<file path="src/rtl/gerenciador_de_ataque_param.sv">
// gerenciador_de_ataque_param: clocked attack manager for the LED-matrix naval battle.
// Tracks shots, reveals hits, counts misses and resolves win/lose.
`default_nettype none

module gerenciador_de_ataque_param #(
  parameter  int NUM_COLUNAS = 5,
  parameter  int NUM_LINHAS  = 7,
  parameter  int LARG_COORD  = 3,
  parameter  int MAX_ERROS   = 10,
  localparam int N           = NUM_COLUNAS * NUM_LINHAS,
  localparam int LARG_CONT   = $clog2(N + 1),
  localparam int LARG_ERROS  = $clog2(MAX_ERROS + 1)
) (
  input  logic                  clock,
  input  logic                  reset,
  input  logic                  enable,
  input  logic                  confirmar,
  input  logic [LARG_COORD-1:0] coordColuna,
  input  logic [LARG_COORD-1:0] coordLinha,
  input  logic [N-1:0]          mapa,
  output logic [N-1:0]          matriz,
  output logic [N-1:0]          tiros,
  output logic [LARG_CONT-1:0]  acertos,
  output logic [LARG_ERROS-1:0] errosRestantes,
  output logic                  acerto,
  output logic                  erro,
  output logic                  repetido,
  output logic                  invalido,
  output logic                  vitoria,
  output logic                  derrota
);

  typedef enum logic [1:0] {OCIOSO, JOGANDO, VITORIA, DERROTA} estado_t;

  estado_t               estado_q, estado_d;
  logic [N-1:0]          matriz_q, matriz_d;
  logic [N-1:0]          tiros_q, tiros_d;
  logic [LARG_CONT-1:0]  acertos_q, acertos_d;
  logic [LARG_ERROS-1:0] erros_q, erros_d;
  logic                  acerto_q, acerto_d;
  logic                  erro_q, erro_d;
  logic                  repetido_q, repetido_d;
  logic                  invalido_q, invalido_d;
  logic                  conf_ant_q, conf_ant_d;

  logic                  press;
  logic                  coord_ok;
  logic [31:0]           idx;
  logic [N-1:0]          mascara;
  logic [LARG_CONT-1:0]  total;

  assign press    = confirmar & ~conf_ant_q;
  assign coord_ok = (32'(coordColuna) < 32'(NUM_COLUNAS)) && (32'(coordLinha) < 32'(NUM_LINHAS));
  assign idx      = 32'(coordColuna) * 32'(NUM_LINHAS) + 32'(coordLinha);
  // One-hot cell select; stays zero for out-of-range coordinates so nothing is ever indexed.
  assign mascara  = coord_ok ? (N'(1) << idx) : '0;

  always_comb begin
    total = '0;
    for (int i = 0; i < N; i++) begin
      total = total + LARG_CONT'(mapa[i]);
    end
  end

  always_comb begin
    estado_d   = estado_q;
    matriz_d   = matriz_q;
    tiros_d    = tiros_q;
    acertos_d  = acertos_q;
    erros_d    = erros_q;
    acerto_d   = 1'b0;
    erro_d     = 1'b0;
    repetido_d = 1'b0;
    invalido_d = 1'b0;
    conf_ant_d = confirmar;

    if (!enable) begin
      estado_d   = OCIOSO;
      matriz_d   = '0;
      tiros_d    = '0;
      acertos_d  = '0;
      erros_d    = LARG_ERROS'(MAX_ERROS);
      conf_ant_d = 1'b0;
    end else begin
      case (estado_q)
        OCIOSO: estado_d = JOGANDO;
        JOGANDO: begin
          if (total == '0) begin
            estado_d = VITORIA;
          end else if (press) begin
            if (!coord_ok) begin
              invalido_d = 1'b1;
            end else if (|(tiros_q & mascara)) begin
              repetido_d = 1'b1;
            end else if (|(mapa & mascara)) begin
              tiros_d   = tiros_q | mascara;
              matriz_d  = matriz_q | mascara;
              acertos_d = acertos_q + LARG_CONT'(1);
              acerto_d  = 1'b1;
              if (acertos_q + LARG_CONT'(1) == total) estado_d = VITORIA;
            end else begin
              tiros_d = tiros_q | mascara;
              erros_d = erros_q - LARG_ERROS'(1);
              erro_d  = 1'b1;
              // Last miss reveals the whole fleet on the same edge.
              if (erros_q == LARG_ERROS'(1)) begin
                estado_d = DERROTA;
                matriz_d = mapa;
              end
            end
          end
        end
        default: ;
      endcase
    end
  end

  always_ff @(posedge clock or negedge reset) begin
    if (!reset) begin
      estado_q   <= OCIOSO;
      matriz_q   <= '0;
      tiros_q    <= '0;
      acertos_q  <= '0;
      erros_q    <= LARG_ERROS'(MAX_ERROS);
      acerto_q   <= 1'b0;
      erro_q     <= 1'b0;
      repetido_q <= 1'b0;
      invalido_q <= 1'b0;
      conf_ant_q <= 1'b0;
    end else begin
      estado_q   <= estado_d;
      matriz_q   <= matriz_d;
      tiros_q    <= tiros_d;
      acertos_q  <= acertos_d;
      erros_q    <= erros_d;
      acerto_q   <= acerto_d;
      erro_q     <= erro_d;
      repetido_q <= repetido_d;
      invalido_q <= invalido_d;
      conf_ant_q <= conf_ant_d;
    end
  end

  assign matriz         = matriz_q;
  assign tiros          = tiros_q;
  assign acertos        = acertos_q;
  assign errosRestantes = erros_q;
  assign acerto         = acerto_q;
  assign erro           = erro_q;
  assign repetido       = repetido_q;
  assign invalido       = invalido_q;
  assign vitoria        = (estado_q == VITORIA);
  assign derrota        = (estado_q == DERROTA);

endmodule

`default_nettype wire

</file>
<file path="config.mk">
export PLATFORM = sky130hd
export DESIGN_NAME = gerenciador_de_ataque_param
export DESIGN_NICKNAME = d
export VERILOG_FILES = /design/src/rtl/gerenciador_de_ataque_param.sv
export SDC_FILE = /design/constraint.sdc
export NUM_CORES = 1
export LEC_CHECK = 0
export ABC_AREA = 1
export BUFFER_PORTS_ARGS = -buffer_cell sky130_fd_sc_hd__buf_2
export CAP_MARGIN = 20
export CELL_PAD_IN_SITES_DETAIL_PLACEMENT = 1
export CELL_PAD_IN_SITES_GLOBAL_PLACEMENT = 1
export CORE_MARGIN = 2
export CORE_UTILIZATION = 44
export CTS_CLUSTER_DIAMETER = 150
export DETAILED_ROUTE_END_ITERATION = 8
export GPL_TIMING_DRIVEN = 0
export PLACE_DENSITY_LB_ADDON = 0.3
export SYNTH_ARGS = -nofsm -noshare
export SYNTH_HDL_FRONTEND = slang
export SYNTH_SLANG_ARGS = --single-unit
</file>
<file path="constraint.sdc">
create_clock -name clock -period 4.2 [get_ports clock]
set_input_delay 0.21 -clock clock [delete_from_list [all_inputs] [get_ports clock]]
set_output_delay 0.21 -clock clock [all_outputs]
set_load 0.01 [all_outputs]
</file>
# Word level (Yosys, flattened, before mapping)
# Index checks and enable logic that the tools add are counted.
[word_totals]
ff_bits = 87
[op_classes]
n_shift = 1
bitwise_logic = 6
mux = 64
reduce_logical = 10
eq_ne = 19
n_mul = 1
addsub = 37
n_lt_le_gt_ge = 2
[op_table]
columns = ["cell", "count"]
rows = [
  ["two-way mux 35 bit", 15],
  ["adder 6 x 1 -> 6 bit", 29],
  ["AND 35 bit", 2],
  ["bitwise OR 35 bit", 2],
  ["OR reduction 35 bit", 2],
  ["two-way mux 6 bit", 7],
  ["left shift 1 x 7 -> 35 bit (first input constant)", 1],
  ["two-way mux 4 bit", 7],
  ["two-way mux 1 bit", 26],
  ["AND reduction 6 bit", 4],
  ["two-way mux 2 bit", 8],
  ["inequality test 4 bit (second input constant)", 3],
  ["inequality test 5 bit (second input constant)", 2],
  ["inequality test 2 x 1 -> 1 bit (second input constant)", 4],
  ["adder 6 x 3 -> 7 bit", 1],
  ["adder 5 x 1 -> 6 bit", 1],
  ["adder 6 x 1 -> 6 bit (second input constant)", 1],
  ["equality test 6 bit", 1],
  ["zero test 6 bit", 1],
  ["less-than comparator 3 bit (second input constant)", 2],
  ["multiplier 3 x 3 -> 6 bit (second input constant)", 1],
  ["inequality test 2 bit (second input constant)", 3],
  ["inequality test 3 x 1 -> 1 bit (second input constant)", 2],
  ["adder 4 x 1 -> 5 bit", 1],
  ["other kinds (13)", 14],
]

# Longest topological paths before layout
# Gate-level depths: netlist (run 1).
[depth]
ltp_word = 43
depth_mapped = 27

# Worst setup path before layout (run 1)
# Ideal clock, no wire load.
[synth_path]
kind = "input to register"
startpoint = "input port mapa[23]"
endpoint = "register matriz_q[30], in the netlist matriz[30]"
t_arrival_ns = 5.465
setup_ns = 0.117
path_buffers = 1
stages = 25
path_slack_ns = -1.382
path_cell_list = "inv_1 > fa_1 > inv_1 > fa_1 > inv_1 > fa_1 > inv_1 > fa_1 > fa_1 > inv_1 > fa_1 > fa_1 > fa_1 > o21ai_0 > xor2_1 > nor3_1 > inv_1 > nand2_1 > inv_1 > nand2_1 > o21ai_4 > o21ai_4 > buf_6 > nand2_1 > nand2_1"
[synth_via]
elab_chain_cells = 15
word_cells_on_any_way = 25
[synth_rtl]
columns = ["item", "line", "source"]
rows = [
  ["from (decl)", "20", "input logic [N-1:0] mapa,"],
  ["adder 6 x 1 -> 6 bit (12 in series)", "61", "total = total + LARG_CONT'(mapa[i]);"],
  ["zero test 6 bit", "88", "if (total == '0) begin"],
  ["inequality test 2 bit (no line)", "-", ""],
  ["AND reduction 6 bit (no line)", "-", ""],
  ["to (signal assigned)", "132", "matriz_q <= matriz_d;"],
  ["to (decl)", "36", "logic [N-1:0] matriz_q, matriz_d;"],
]
# Parallel ways exist; a longest one is shown, timed or not. The select of a mux whose other input is x is not followed.
# A chain may end at the register's enable or synchronous reset.

# Worst setup path in the final report (run 1)
[layout_path]
startpoint = "input port mapa[7]"
endpoint = "register matriz_q[3], in the netlist matriz[3]"
[layout_via]
elab_chain_cells = 31
word_cells_on_any_way = 41
[layout_rtl]
columns = ["item", "line"]
rows = [
  ["adder 6 x 1 -> 6 bit (28 in series)", "61"],
  ["zero test 6 bit", "88"],
  ["inequality test 2 bit (no line)", "-"],
  ["AND reduction 6 bit (no line)", "-"],
]
# Parallel ways exist; a longest one is shown, timed or not. The select of a mux whose other input is x is not followed.

==> results.cfg, run 1 <==
[status]
status = finished, violations left
violations = setup timing

[sta]
final.setup.worst_slack_ns = -1.77
worst_pin_slew_ns = 1.06
max_freq_mhz = 168
slew_headroom_pct = 28.5
fin_tns_setup_ns = -140.18
hold_violations = 0
setup_viol = 86
slew_violations = 0
clock_skew_ns = 0.0226
fin_crit_sh_pct = 142
rsz0062_at_grt = true
fin_crit_ns = 5.97

[placement]
gp_congestion = 0.923
port_buffers = 130
place_ws_ns = -2.13
dp.cells = 1217
dpl.hpwl_mm = 19.9
place_area_um2 = 7580

[cells_and_area]
postLayoutCellArea_um2 = 8850
antennaDiodeCount = 0
final_layout_size_suffix_gt1_share_pct = 33.9
final_common_cell = nand2_1
layout.nets = 1167
fillers = 1850
finalNonFillerCells = 1260
layout_common_cells = nand2_1, buf_2, inv_1
synthToLayoutAreaGrowth_pct = 33.5

[yosys]
ys_ff_latch = 87
synth_cell_type_count = 44
synth-edff-count = 0
netlist.area_leader.share_pct = 32.1
yosys_most_used_dff = dfrtp_1
avgSynthCellArea_um2 = 7.35
synthTopCellsByArea = dfrtp_1, nand2_1, fa_1, inv_1, nor2_1
yosys_warnings = 0
synth_area_um2 = 6630
ys_seq_area_share_pct = 32.9
yosysTopAreaCell = dfrtp_1
syn_inst = 902
synth_fp_nets = 998
synth_async_sr_flop_share_pct = 100

[global_routing]
grt_overflow_total = 0
grt_max_degree = 53
grt_pass1_wl_mm = 44.8
grt_util_all_layers_pct = 36.9
grt_pass1_vias = 7769
antenna_found_initial = 0

[worst_setup_path]
cp_top_family = adder cells
cp.buffers_inverters = 8
worst-r2r-setup-slack_ns = 1.81
startpoint_type = primary input
worstPathRequired_ns = 4.50
crit_type = primary input to flop
slowest_stage = fa_1
cp.arrival_ns = 6.27
path_max_fanout = 6
endpoint_kind = flop
rr_startpoint = tiros[27]
critical_path.max_stage_delay_ns = 0.62
critPathMostFrequentCell = fa_1
reg2regPathDepth = 11
reg2reg_to = matriz[10]

[min_path]
holdCritPathClass = primary input to flop
min_from = confirmar
min_path_cells = 3
whs_endpoint = conf_ant_q

[clocking]
cts_buffers = 9
clkTransAtPathRegs_ns = 0.08
cts_tree = built
clk_latency_ns = 0.37
htreeDepth = 3
cts_buffer_depth = 2
clockRootBuffer = clkbuf_16
clkSinkCount = 87

[route]
wl_per_cell_um = 26.2
drc = 0
ant_nets = 0
avgViaCountPerCell = 6.24
drt_iter0_drc = 846
num_vias = 7859
routed_wl_mm = 33.0
dr.pass1.iters = 5

[floorplanning]
rows = 44
ioPinCount = 131
die_area_um2 = 16100
start_util_pct = 45.3
die_h_um = 127
core_um2 = 14600
die_w_um = 127

[pwr]
max-vdd-ir-drop_mv = 0.939
leakage_nw = 4.85
p_per_area_nw_per_um2 = 762

[run]
cap_violations = 0
[synthesized netlist by cell type (2+ instances only)]
cell and number:
nor2_2 5, buf_1 2, ha_1 20, nand2_4 3
o21ai_0 37, xnor2_1 6, inv_1 128, nor2_1 79
nor2b_1 2, o21ai_4 2, nand2_2 9, buf_2 3
inv_2 5, o21a_1 17, nand4_1 21, nor3_1 9
o22ai_1 2, dfrtp_1 85, clkbuf_1 6, nand3_1 55
o21ai_1 6, nand2_1 287, a21oi_1 25, xor2_1 8
buf_6 12, fa_1 31, o211ai_1 14, buf_4 3
dfstp_2 2, nand3_2 4
[worst max path at each step]
stage / start / to / cells after the start
floorplan: mapa[23] / matriz[30] / 25
global placement: mapa[5] / matriz[13] / 26
detailed placement: mapa[5] / matriz[2] / 26
CTS: mapa[15] / matriz[19] / 24
global route: mapa[7] / matriz[20] / 26
finish: mapa[7] / matriz[3] / 25
[logic make-up (layout without fill, tap and decap cells)]
family                   count (synthesis)  count (layout)  synth area share [%]
AND/OR/NAND/NOR                        479             479                  31.0
buffers and inverters                  161             335                  10.8
AO/OA/AOI/OAI                          109             109                  10.2
flip-flops                              87              87                  32.9
adder cells (fa/ha/maj)                 51              51                  13.1
XOR/XNOR                                14              14                  1.85
multiplexers                             1               1                 0.151
[sequential cells by signal (all words and copies together) (netlist names)]
register,flops
matriz,35
tiros,35
acertos,6
errosRestantes,4
estado_q,2
acerto,1
conf_ant_q,1
erro,1
invalido,1
repetido,1
[metal layers]
layer / GRT usage [%] / vias up / part of all wire (%) / wire length (um)
li1: - / 3185 / - / -
met1: 46.4 / 3804 / 36 / 12000
met2: 59.6 / 641 / 44 / 14500
met3: 7.72 / 229 / 11 / 3680
met4: 20.6 / 0 / 8.3 / 2720
met5: 0 / - / 0 / 0
[layout make-up]
| class | count | area, um2 | area share (%) |
|---|---|---|---|
| flip-flops and latches | 87 | 2180 | 24.6 |
| plain buffers | 25 | 224 | 2.53 |
| well taps | 184 | 230 | 2.60 |
| inverters | 134 | 515 | 5.82 |
| multi-input cells | 654 | 4290 | 48.5 |
| repair buffers | 160 | 1120 | 12.6 |
| clock inverters | 7 | 70.1 | 0.791 |
| clock buffers | 9 | 225 | 2.54 |
[tightest hold or removal path, cell delays in order]
cell	delay, ns
buf_2	0.11
nand2_1	0.06
inv_1	0.05
[through the flow]
stage	power (W)	utilization, %	hold slack (ns)
2_1_floorplan	0.00346	-	-0.0856
3_3_place_gp	0.00428	51.6	0.436
3_5_place_dp	0.00450	51.8	0.228
4_1_cts	0.00591	57.5	0.0737
5_1_grt	0.00701	60.5	0.109
6_report	0.00675	60.5	0.106
[report_power, final]
| group | switching [W] | internal (W) |
|---|---|---|
| combinational | 0.00269 | 0.00181 |
| clock | 0.000417 | 0.000464 |
| sequential | 0.000315 | 0.00105 |
| total | 0.00342 | 0.00333 |
[what timing repair did]
action / CTS / global route
gates cloned: 6 / 2
pin swaps: 28 / 42
setup endpoints to repair: 86 / 86
hold buffers: 1 / 0
setup buffers: 15 / 9
resized for setup: 94 / 127
endpoints found under the hold margin: 33 / 0
No activity file was read; power rests on OpenSTA's default activity.
==> inputs of run 2 (changes only) <==
--- a/config.mk
+++ b/config.mk
@@ -5,13 +5,13 @@
 export SDC_FILE = /design/constraint.sdc
 export NUM_CORES = 1
 export LEC_CHECK = 0
-export ABC_AREA = 1
+export ABC_AREA = 0
 export BUFFER_PORTS_ARGS = -buffer_cell sky130_fd_sc_hd__buf_2
 export CAP_MARGIN = 20
 export CELL_PAD_IN_SITES_DETAIL_PLACEMENT = 1
 export CELL_PAD_IN_SITES_GLOBAL_PLACEMENT = 1
 export CORE_MARGIN = 2
-export CORE_UTILIZATION = 44
+export CORE_UTILIZATION = 45
 export CTS_CLUSTER_DIAMETER = 150
 export DETAILED_ROUTE_END_ITERATION = 8
 export GPL_TIMING_DRIVEN = 0
==> run 2 against run 1 <==
  * The run still ends with setup timing left
  * Synthesized cell count decreased by 24%
  * Die area decreased by 6.7%
  * Final cell count decreased by 17%
  * Sequential share of layout area increased by 1.4 points
  * Non-clock buffer count increased by 17
  * Worst setup slack got worse by 0.11 ns
  * Critical path type unchanged
  * Largest cell class unchanged
==> results.cfg, run 2 <==
[yosys]
avgSynthCellArea_um2 = 9.16
synth_area_um2 = 6310
ys_seq_area_share_pct = 34.5
yosysTopAreaCell = dfrtp_1
synth_cell_type_count = 77
synth.most_common_cell = dfrtp_1
synth_fp_nets = 785
yosys_most_used_dff = dfrtp_1
synth_commonest_cells = dfrtp_1, nor2_1, inv_1, a21oi_1, nand3_1
yosys_warnings = 0
synthTopCellsByArea = dfrtp_1, fa_1, nor2_1, ha_1, a21oi_1
netlist.area_leader.share_pct = 33.7
synth-edff-count = 0
syn_inst = 689
synth_async_sr_flop_share_pct = 100
ys_ff_latch = 87

[sta]
fin_crit_ns = 6.07
fin_tns_setup_ns = -141.57
max_freq_mhz = 165
worst_pin_slew_ns = 1.16
final.setup.worst_slack_ns = -1.87
slew_violations = 0
fin_crit_sh_pct = 145
rsz0062_at_grt = true
clock_skew_ns = 0.0147
slew_headroom_pct = 22.1
hold_violations = 0
setup_viol = 86

[cells_and_area]
layout_common_cells = buf_2, dfrtp_1, nor2_1
final_common_cell = buf_2
antennaDiodeCount = 0
final_layout_size_suffix_gt1_share_pct = 34.3
synthToLayoutAreaGrowth_pct = 32.8
postLayoutCellArea_um2 = 8380
layout.nets = 957

[pwr]
pwr-share-comb_pct = 66.3
max-vdd-ir-drop_mv = 1.11
p_per_area_nw_per_um2 = 641
switching_share_pct = 46.9
intPower_w = 0.00285
netSwitchingPower_w = 0.00252
p_seq_share_pct = 17.3
leakage_nw = 4.03
power_frac_clock_pct = 16.4

[min_path]
holdCritPathClass = primary input to flop

[placement]
port_buffers = 130
place_area_um2 = 7320
place_ws_ns = -2.85
gp_congestion = 0.947
dpl.hpwl_mm = 20.8

[route]
ant_nets = 0
avgViaCountPerCell = 6.46
dr.pass1.iters = 5
routed_wl_mm = 29.7
drc = 0
wl_per_cell_um = 28.4
num_vias = 6762
drt_iter0_drc = 544

[worst_setup_path]
path_max_fanout = 5
worstPathRequired_ns = 4.44
startpoint_type = primary input
cp.arrival_ns = 6.32
crit_type = primary input to flop
endpoint_kind = flop

[global_routing]
grt_pass1_wl_mm = 42.4
antenna_found_initial = 0
grt_max_degree = 61
grt_util_all_layers_pct = 39.0
grt_pass1_vias = 6973
grt_overflow_total = 0

[status]
violations = setup timing
status = finished, violations left

[clocking]
clk_latency_ns = 0.37
cts_buffers = 9
clkTransAtPathRegs_ns = 0.08
htreeDepth = 3
clockRootBuffer = clkbuf_16
cts_buffer_depth = 2
cts_tree = built
clkSinkCount = 87

[floorplanning]
die_w_um = 122
die_h_um = 122
start_util_pct = 45.8
die_area_um2 = 15000
rows = 43
core_um2 = 13800
ioPinCount = 131

[run]
cap_violations = 0
[run 2: final timing paths]
kind	start	endpoint	slack (ns)	cells past startpoint
max	mapa[23]	matriz[27]	-1.87	24
min	confirmar	conf_ant_q	0.08	2
max reg2reg	tiros[11]	estado_q[0]	1.16	10
min reg2reg	matriz[18]	matriz[18]	0.52	2
max in group asynchronous	reset	errosRestantes[3]	3.15	3
min in group asynchronous	reset	matriz[2]	0.34	2
[run 2: layout make-up]
cell class	count	area, um2
Clock buffer	10	239
Clock inverter	6	72.6
Inverter	59	229
Buffer	41	294
Timing Repair Buffer	161	1040
Fill cell	1597	5390
Tap cell	180	225
Sequential cell	87	2180
Multi-Input combinational cell	502	4110
[run 2: power groups by stage]
stage / sequential [W] / clock [W] / combinational, W
3_3_place_gp: 0.000934 / 0 / 0.00227
5_1_grt: 0.000930 / 0.000904 / 0.00377
6_report: 0.000927 / 0.000881 / 0.00356
2_1_floorplan: 0.000946 / 0 / 0.00167
4_1_cts: 0.000923 / 0.000870 / 0.00288
3_5_place_dp: 0.000938 / 0 / 0.00242
[run 2: timing repair]
item | 4_1_cts | 5_1_grt
gates resized for setup | 73 | 58
setup buffers | 12 | 9
endpoints found under the hold margin | 27 | 0
pin swaps | 20 | 29
setup endpoints to repair | 86 | 86
cloned | 3 | 2
hold buffers | 1 | 0
[run 2: critical path: stages]
cell,delay [ns]
buf_12,0.09
inv_8,0.03
fa_1,0.54
inv_1,0.05
fa_1,0.50
inv_2,0.05
fa_2,0.52
inv_2,0.04
fa_2,0.45
fa_1,0.57
inv_2,0.04
fa_1,0.47
fa_2,0.39
fa_2,0.45
o21ai_2,0.19
a21oi_2,0.09
o211a_4,0.17
nor4_4,0.13
buf_4,0.18
nand3b_4,0.14
or3_4,0.46
buf_12,0.16
buf_16,0.13
o221a_1,0.25
[run 2: cells by family after synthesis]
family | Yosys count | share of synthesized area (%)
adder cells (fa/ha/maj) | 51 | 13.8
AO/OA/AOI/OAI | 173 | 19.1
multiplexers | 17 | 2.91
buffers and inverters | 100 | 6.60
AND/OR/NAND/NOR | 240 | 19.9
XOR/XNOR | 21 | 3.15
flip-flops | 87 | 34.5
[run 2: stage by stage]
step | hold WS [ns] | power, W | instances | util [%]
floorplan | -0.0856 | 0.00261 | 689 | -
global placement | 0.443 | 0.00321 | 999 | 52.8
detailed placement | 0.169 | 0.00336 | 1003 | 53.2
CTS | 0.0782 | 0.00467 | 1035 | 58.4
global route | 0.0933 | 0.00560 | 1046 | 60.9
finish | 0.0822 | 0.00537 | 1046 | 60.9
[run 2: metal layers]
metal	vias to the layer above	part of all wire, %	GRT usage [%]
met5	-	0	0
met4	0	5.0	17.7
met3	111	8.4	8.60
met2	417	48	64.1
met1	3417	38	49.0
li1	2817	-	-
